===== config.mk =====
export PLATFORM = sky130hd
export DESIGN_NAME = clint_multi_flat
export DESIGN_NICKNAME = d
export VERILOG_FILES = /design/src/rtl/clint_multi_if.sv /design/src/rtl/clint_multi.sv /design/src/flat_wrapper.sv
export SDC_FILE = /design/constraint.sdc
export NUM_CORES = 1
export LEC_CHECK = 0
export BUFFER_PORTS_ARGS = -buffer_cell sky130_fd_sc_hd__buf_2
export CORE_MARGIN = 1.5
export CORE_UTILIZATION = 52
export CTS_BUF_LIST = sky130_fd_sc_hd__clkbuf_8 sky130_fd_sc_hd__clkbuf_16
export CTS_CLUSTER_SIZE = 10
export DETAILED_ROUTE_END_ITERATION = 7
export PLACE_DENSITY = 0.7
export SYNTH_ARGS = -nofsm -noshare
export SYNTH_HDL_FRONTEND = slang
export SYNTH_SLANG_ARGS = --single-unit
export TNS_END_PERCENT = 100

===== constraint.sdc =====
create_clock -name clock -period 6.9 [get_ports clock]
set_clock_uncertainty 0.15 [all_clocks]
set_input_delay 1.38 -clock clock [delete_from_list [all_inputs] [get_ports clock]]
set_output_delay 1.38 -clock clock [all_outputs]
set_load 0.02 [all_outputs]

===== src/rtl/clint_multi_if.sv =====
// rtl/clint_multi_if.sv - peripheral-port request/response bundle for clint_multi
interface clint_multi_if;
  logic        clint_valid;
  logic        clint_instr;
  logic [31:0] clint_addr;
  logic [31:0] clint_wdata;
  logic [3:0]  clint_wstrb;
  logic [31:0] clint_rdata;
  logic        clint_ready;

  modport master (
    output clint_valid, clint_instr, clint_addr, clint_wdata, clint_wstrb,
    input  clint_rdata, clint_ready
  );

  modport slave (
    input  clint_valid, clint_instr, clint_addr, clint_wdata, clint_wstrb,
    output clint_rdata, clint_ready
  );
endinterface


===== src/rtl/clint_multi.sv =====
// rtl/clint_multi.sv - multi-hart core-local interruptor: shared mtime, per-hart msip/mtimecmp
module clint_multi #(
  parameter int          NUM_HARTS      = 4,
  parameter int          CLK_DIVIDER    = 49,
  parameter logic [63:0] MTIMECMP_RESET = 64'hFFFF_FFFF_FFFF_FFFF
) (
  input  logic                 clock,
  input  logic                 reset,
  clint_multi_if.slave         bus,
  output logic [63:0]          clint_mtime,
  output logic [NUM_HARTS-1:0] clint_msip,
  output logic [NUM_HARTS-1:0] clint_mtip
);

  localparam logic [29:0] CMP_BASE = 30'h1000;
  localparam logic [29:0] MTIME_LO = 30'h2FFE;
  localparam logic [29:0] MTIME_HI = 30'h2FFF;

  logic [31:0]          count;
  logic                 tick;
  logic [63:0]          mtime;
  logic [63:0]          mtimecmp [NUM_HARTS];
  logic [NUM_HARTS-1:0] msip;
  logic [NUM_HARTS-1:0] mtip;
  logic                 ready;
  logic [31:0]          rdata;
  logic [31:0]          read_value;
  logic [29:0]          word;
  logic                 wr;
  logic                 unused;

  assign word   = bus.clint_addr[31:2];
  assign wr     = bus.clint_valid && (bus.clint_wstrb != 4'b0000);
  assign unused = ^{bus.clint_instr, bus.clint_addr[1:0]};

  function automatic logic [31:0] merge(input logic [31:0] old, input logic [31:0] wd,
                                        input logic [3:0] st);
    logic [31:0] res;
    for (int i = 0; i < 4; i++) begin
      res[i*8 +: 8] = st[i] ? wd[i*8 +: 8] : old[i*8 +: 8];
    end
    return res;
  endfunction

  // Only decoded harts are visited, so any unmapped offset falls through as 0.
  always_comb begin
    read_value = 32'h0;
    for (int h = 0; h < NUM_HARTS; h++) begin
      if (word == 30'(h))                read_value = {31'h0, msip[h]};
      if (word == CMP_BASE + 30'(2*h))   read_value = mtimecmp[h][31:0];
      if (word == CMP_BASE + 30'(2*h+1)) read_value = mtimecmp[h][63:32];
    end
    if (word == MTIME_LO) read_value = mtime[31:0];
    if (word == MTIME_HI) read_value = mtime[63:32];
  end

  always_ff @(posedge clock) begin
    if (!reset) begin
      count <= 32'h0;
      tick  <= 1'b0;
      mtime <= 64'h0;
      msip  <= '0;
      mtip  <= '0;
      ready <= 1'b0;
      rdata <= 32'h0;
      for (int h = 0; h < NUM_HARTS; h++) mtimecmp[h] <= MTIMECMP_RESET;
    end else begin
      if (count == 32'(CLK_DIVIDER)) begin
        count <= 32'h0;
        tick  <= 1'b1;
      end else begin
        count <= count + 32'h1;
        tick  <= 1'b0;
      end

      ready <= bus.clint_valid;
      rdata <= bus.clint_valid ? read_value : 32'h0;

      // A software write to mtime wins over the tick increment for that cycle.
      if (wr && word == MTIME_LO)
        mtime <= {mtime[63:32], merge(mtime[31:0], bus.clint_wdata, bus.clint_wstrb)};
      else if (wr && word == MTIME_HI)
        mtime <= {merge(mtime[63:32], bus.clint_wdata, bus.clint_wstrb), mtime[31:0]};
      else if (tick)
        mtime <= mtime + 64'h1;

      for (int h = 0; h < NUM_HARTS; h++) begin
        mtip[h] <= (mtime >= mtimecmp[h]);
        if (wr && word == 30'(h) && bus.clint_wstrb[0])
          msip[h] <= bus.clint_wdata[0];
        if (wr && word == CMP_BASE + 30'(2*h))
          mtimecmp[h][31:0] <= merge(mtimecmp[h][31:0], bus.clint_wdata, bus.clint_wstrb);
        if (wr && word == CMP_BASE + 30'(2*h+1))
          mtimecmp[h][63:32] <= merge(mtimecmp[h][63:32], bus.clint_wdata, bus.clint_wstrb);
      end
    end
  end

  assign bus.clint_ready = ready;
  assign bus.clint_rdata = rdata;
  assign clint_mtime     = mtime;
  assign clint_msip      = msip;
  assign clint_mtip      = mtip;

endmodule


===== src/flat_wrapper.sv =====
// flat-port wrapper written by rule: the top's interface ports become plain ports
module clint_multi_flat 
#(
  parameter int          NUM_HARTS      = 4,
  parameter int          CLK_DIVIDER    = 49,
  parameter logic [63:0] MTIMECMP_RESET = 64'hFFFF_FFFF_FFFF_FFFF
)
  (clock, reset, clint_mtime, clint_msip, clint_mtip, bus_clint_valid, bus_clint_instr, bus_clint_addr, bus_clint_wdata, bus_clint_wstrb, bus_clint_rdata, bus_clint_ready);
  clint_multi_if bus_i ();
  input  logic clock;
  input  logic reset;
  output logic [63:0] clint_mtime;
  output logic [NUM_HARTS-1:0] clint_msip;
  output logic [NUM_HARTS-1:0] clint_mtip;
  input wire logic [$bits(bus_i.clint_valid)-1:0] bus_clint_valid;
  input wire logic [$bits(bus_i.clint_instr)-1:0] bus_clint_instr;
  input wire logic [$bits(bus_i.clint_addr)-1:0] bus_clint_addr;
  input wire logic [$bits(bus_i.clint_wdata)-1:0] bus_clint_wdata;
  input wire logic [$bits(bus_i.clint_wstrb)-1:0] bus_clint_wstrb;
  output wire logic [$bits(bus_i.clint_rdata)-1:0] bus_clint_rdata;
  output wire logic [$bits(bus_i.clint_ready)-1:0] bus_clint_ready;
  assign bus_i.clint_valid = bus_clint_valid;
  assign bus_i.clint_instr = bus_clint_instr;
  assign bus_i.clint_addr = bus_clint_addr;
  assign bus_i.clint_wdata = bus_clint_wdata;
  assign bus_i.clint_wstrb = bus_clint_wstrb;
  assign bus_clint_rdata = bus_i.clint_rdata;
  assign bus_clint_ready = bus_i.clint_ready;
  clint_multi #(.NUM_HARTS(NUM_HARTS), .CLK_DIVIDER(CLK_DIVIDER), .MTIMECMP_RESET(MTIMECMP_RESET)) u_core (.clock(clock), .reset(reset), .bus(bus_i), .clint_mtime(clint_mtime), .clint_msip(clint_msip), .clint_mtip(clint_mtip));
endmodule

==> load_flow_metrics.sql <==
INSERT INTO impl_metrics (metric_group, metric, value, unit) VALUES
('sta', 'hold_viol_final', '0', ''),
('die', 'die_area', '0.0498', 'mm^2'),
('sta', 'timing_max_transition_violations_final', '0', ''),
('routing', 'vias_per_cell', '6.44', ''),
('worst_setup_path', 'worstSetupStartpoint', 'bus_clint_addr[21]', ''),
('grt', 'grt_max_degree', '75', ''),
('layout', 'layout-drive-gt1-share', '18.0', '%'),
('run', 'drv_cap', '0', ''),
('worst_setup_path', 'cp-start-kind', 'primary input', ''),
('routing', 'wire_per_inst', '24.8', 'um'),
('clock_network', 'clkSlewWorstSetupHoldPaths', '0.05', 'ns'),
('sta', 'worst-slew-pin-transition', '1.37', 'ns'),
('routing', 'drc', '8', ''),
('logic_synthesis', 'synth_edf_count', '256', ''),
('worst_setup_path', 'r2r_end', 'u_core.clint_mtip[0]$_SDFF_PN0_', ''),
('die', 'die_h', '223', 'um'),
('worst_setup_path', 'setup.worst_path.class', 'in2reg', ''),
('logic_synthesis', 'synth_cell_type_count', '78', ''),
('die', 'num_rows', '80', ''),
('worst_setup_path', 'setup.worst_path.end_class', 'flip-flop', ''),
('logic_synthesis', 'ys_dominant_reg_cell', 'edfxtp_1', ''),
('sta', 'relSlewSlack', '8.00', '%'),
('worst_setup_path', 'reg2reg_setup_slack', '2.15', 'ns'),
('grt', 'groute.layer.met1.usage', '41.8', '%'),
('logic_synthesis', 'syn-instance-count', '2643', ''),
('routing', 'drt-initial-drc-count', '2511', ''),
('logic_synthesis', 'top_post_synthesis_cells_by_area', 'edfxtp_1 31%, ha_1 13%, dfxtp_1 11%', ''),
('clock_network', 'clock_tree_from_tritoncts', 'built', ''),
('outcome', 'status', 'finished with violations', ''),
('sta', 'max_clock_freq', '206', 'MHz'),
('power_and_ir_drop', 'ir_worst_vdd', '146', 'uV'),
('logic_synthesis', 'postSynthNetCount', '2974', ''),
('logic_synthesis', 'synth.yosys.seq_area_share', '41.5', '%'),
('sta', 'final.setup.tns', '0', 'ns'),
('layout', 'final_net_count', '3108', ''),
('hold_path', 'worst_hold_path_type', 'reg2reg', ''),
('grt', 'globalRouteOverflowTotal', '0', ''),
('worst_setup_path', 'cp_max_fo', '19', ''),
('logic_synthesis', 'netlist.area_leader.share', '30.5', '%'),
('grt', 'vias_in_the_first_global_route', '21700', ''),
('worst_setup_path', 'critical_path.endpoint', 'u_core.mtimecmp[0][72]$_SDFFCE_PN1P_', ''),
('placement', 'dpl_worst_slack', '1.48', 'ns'),
('logic_synthesis', 'warnings_from_yosys', '0', ''),
('grt', 'gr-max-usage-layer', 'met2', ''),
('clock_network', 'ctsHtreeMaxLevel', '2', ''),
('logic_synthesis', 'top_cell_type_by_total_area_after_synthesis', 'edfxtp_1', ''),
('worst_setup_path', 'critical_path_required', '6.93', 'ns'),
('worst_setup_path', 'rr_startpoint', 'u_core.clint_mtime[40]$_SDFFE_PN0P_', ''),
('grt', 'global_route.usage.total', '33.6', '%'),
('sta', 'min_period', '4.86', 'ns'),
('clock_network', 'cts-buffers-inserted', '47', ''),
('placement', 'detailed_place_hpwl', '61.0', 'mm'),
('logic_synthesis', 'synthesis.area', '0.0252', 'mm^2'),
('sta', 'setup_viol', '0', ''),
('worst_setup_path', 'worst-r2r-cell-count', '8', ''),
('layout', 'filler_cell_count', '4135', ''),
('clock_network', 'cts_hold_buffers_added', '0', ''),
('clock_network', 'ctsRootBufferMaster', 'clkbuf_16', ''),
('die', 'start_util', '52.7', '%'),
('grt', 'first_pass_grt_wire_length', '126', 'mm'),
('outcome', 'violations', 'DRC', ''),
('clock_network', 'post-cts-setup-buffers', '0', ''),
('routing', 'drt_pre_antenna_iters', '8', ''),
('placement', 'routabilityCongestion', '0.926', ''),
('clock_network', 'clk-insertion-delay-late', '0.59', 'ns'),
('die', 'io_pins', '177', ''),
('routing', 'route.final.wire_length', '85.1', 'mm'),
('clock_network', 'cts_max_path_buffers', '3', ''),
('routing', 'vias', '22100', ''),
('grt', 'grt_antenna_before_repair', '2', ''),
('logic_synthesis', 'yosys_register_bits', '394', '');
[cells in the final DEF, fill, tap and decap left out, types with 16 or more instances in the layout]
cell / Yosys / layout
inv_1: 272 / 301
ha_1: 259 / 259
edfxtp_1: 256 / 256
a21oi_1: 222 / 222
buf_2: 7 / 172
or2_2: 163 / 163
nand2_1: 150 / 150
o21ai_0: 147 / 145
dfxtp_1: 138 / 138
nor2_1: 139 / 134
nand2b_1: 110 / 110
nand4_1: 69 / 69
nand3_1: 59 / 59
nor3_1: 53 / 50
clkbuf_16: 0 / 49
buf_4: 1 / 47
a21o_1: 38 / 38
mux4_2: 31 / 31
a222oi_1: 31 / 31
a22o_1: 31 / 31
a211oi_1: 27 / 27
nor4_1: 24 / 24
xor2_1: 23 / 23
o211ai_1: 20 / 20
o21a_1: 19 / 19
and4_1: 17 / 17
and3_1: 16 / 16
[critical path, stage by stage]
cell	delay, ns
buf_2	0.10
or4_4	0.53
nor3_1	0.29
nand3_1	0.25
nor2_1	0.41
nand3_1	0.73
o21ai_0	1.20
[power by group]
part	internal, uW	switching [uW]
clock network	1290	989
logic	125	246
registers	2590	48.4
total	4000	1280
[cells by family (layout without fill, tap and decap cells)]
family | after synthesis | count (layout) | share of synthesized area (%)
compound gates | 664 | 664 | 17.0
xor+xnor | 29 | 29 | 1.01
fa+ha+maj | 259 | 259 | 12.9
buf+inv | 407 | 577 | 6.24
flops | 394 | 394 | 41.5
mux | 39 | 39 | 3.10
other cells | 0 | 1 | 0
simple gates | 851 | 851 | 18.3
[metrics by stage]
step | area, um^2 | utilization (%) | power (uW) | instances
2_1_floorplan | 25200 | - | 2880 | 2643
3_3_place_gp | 26700 | 55.9 | 3030 | 3343
3_5_place_dp | 26700 | 55.9 | 3040 | 3343
4_1_cts | 28100 | 58.8 | 5290 | 3428
5_1_grt | 28100 | 58.8 | 5420 | 3428
6_report | 28100 | 58.8 | 5280 | 3429
[worst min-delay path by stage]
stage                                           from                         end  slack (ns)  depth (start not counted)
after floorplan           u_core.count[0]$_SDFF_PP0_  u_core.count[0]$_SDFF_PP0_        0.28                          1
after global placement    u_core.count[0]$_SDFF_PP0_  u_core.count[0]$_SDFF_PP0_        0.29                          1
after detailed placement  u_core.count[0]$_SDFF_PP0_  u_core.count[0]$_SDFF_PP0_        0.31                          1
after CTS                 u_core.count[0]$_SDFF_PP0_  u_core.count[0]$_SDFF_PP0_        0.32                          1
after global routing      u_core.count[0]$_SDFF_PP0_  u_core.count[0]$_SDFF_PP0_        0.34                          1
final                     u_core.count[0]$_SDFF_PP0_  u_core.count[0]$_SDFF_PP0_        0.32                          1
[cell usage after synthesis (all sizes together), types with 20 or more instances]
cell      n
inv     273
o21ai   151
nor2    139
edfxtp  256
or2     163
dfxtp   138
nand4    69
clkbuf  103
nand2   150
nand3    59
a21oi   225
buf      31
a222oi   31
nand2b  110
a21o     38
nor3     55
ha      259
mux4     31
a211oi   29
a22o     31
nor4     26
xor2     23
o211ai   20
[layout make-up]
cell class | count | area share (%)
Clock inverter | 34 | 0.473
Multi-Input combinational cell | 1842 | 47.1
Timing Repair Buffer | 219 | 4.33
Clock buffer | 51 | 4.47
Antenna cell | 1 | 0.00892
Tap cell | 615 | 2.74
Sequential cell | 394 | 37.2
Inverter | 273 | 3.65
[state kept, by name, summed over array words and instances (netlist names)]
name and cells:
u_core.clint_mtip 4, u_core.clint_mtime 64, u_core.count 32, u_core.clint_msip 4, u_core.bus.clint_rdata 32, u_core.bus.clint_ready 1, u_core.tick 1, u_core.mtimecmp 256
[routing by layer]
metal / wire, um / part of all wire, %
met1: 32300 / 38
met2: 40000 / 47
met3: 8820 / 10
met4: 3970 / 4.7
met5: 13 / 0.015
Note: power is estimated with default switching activity, not from simulation.
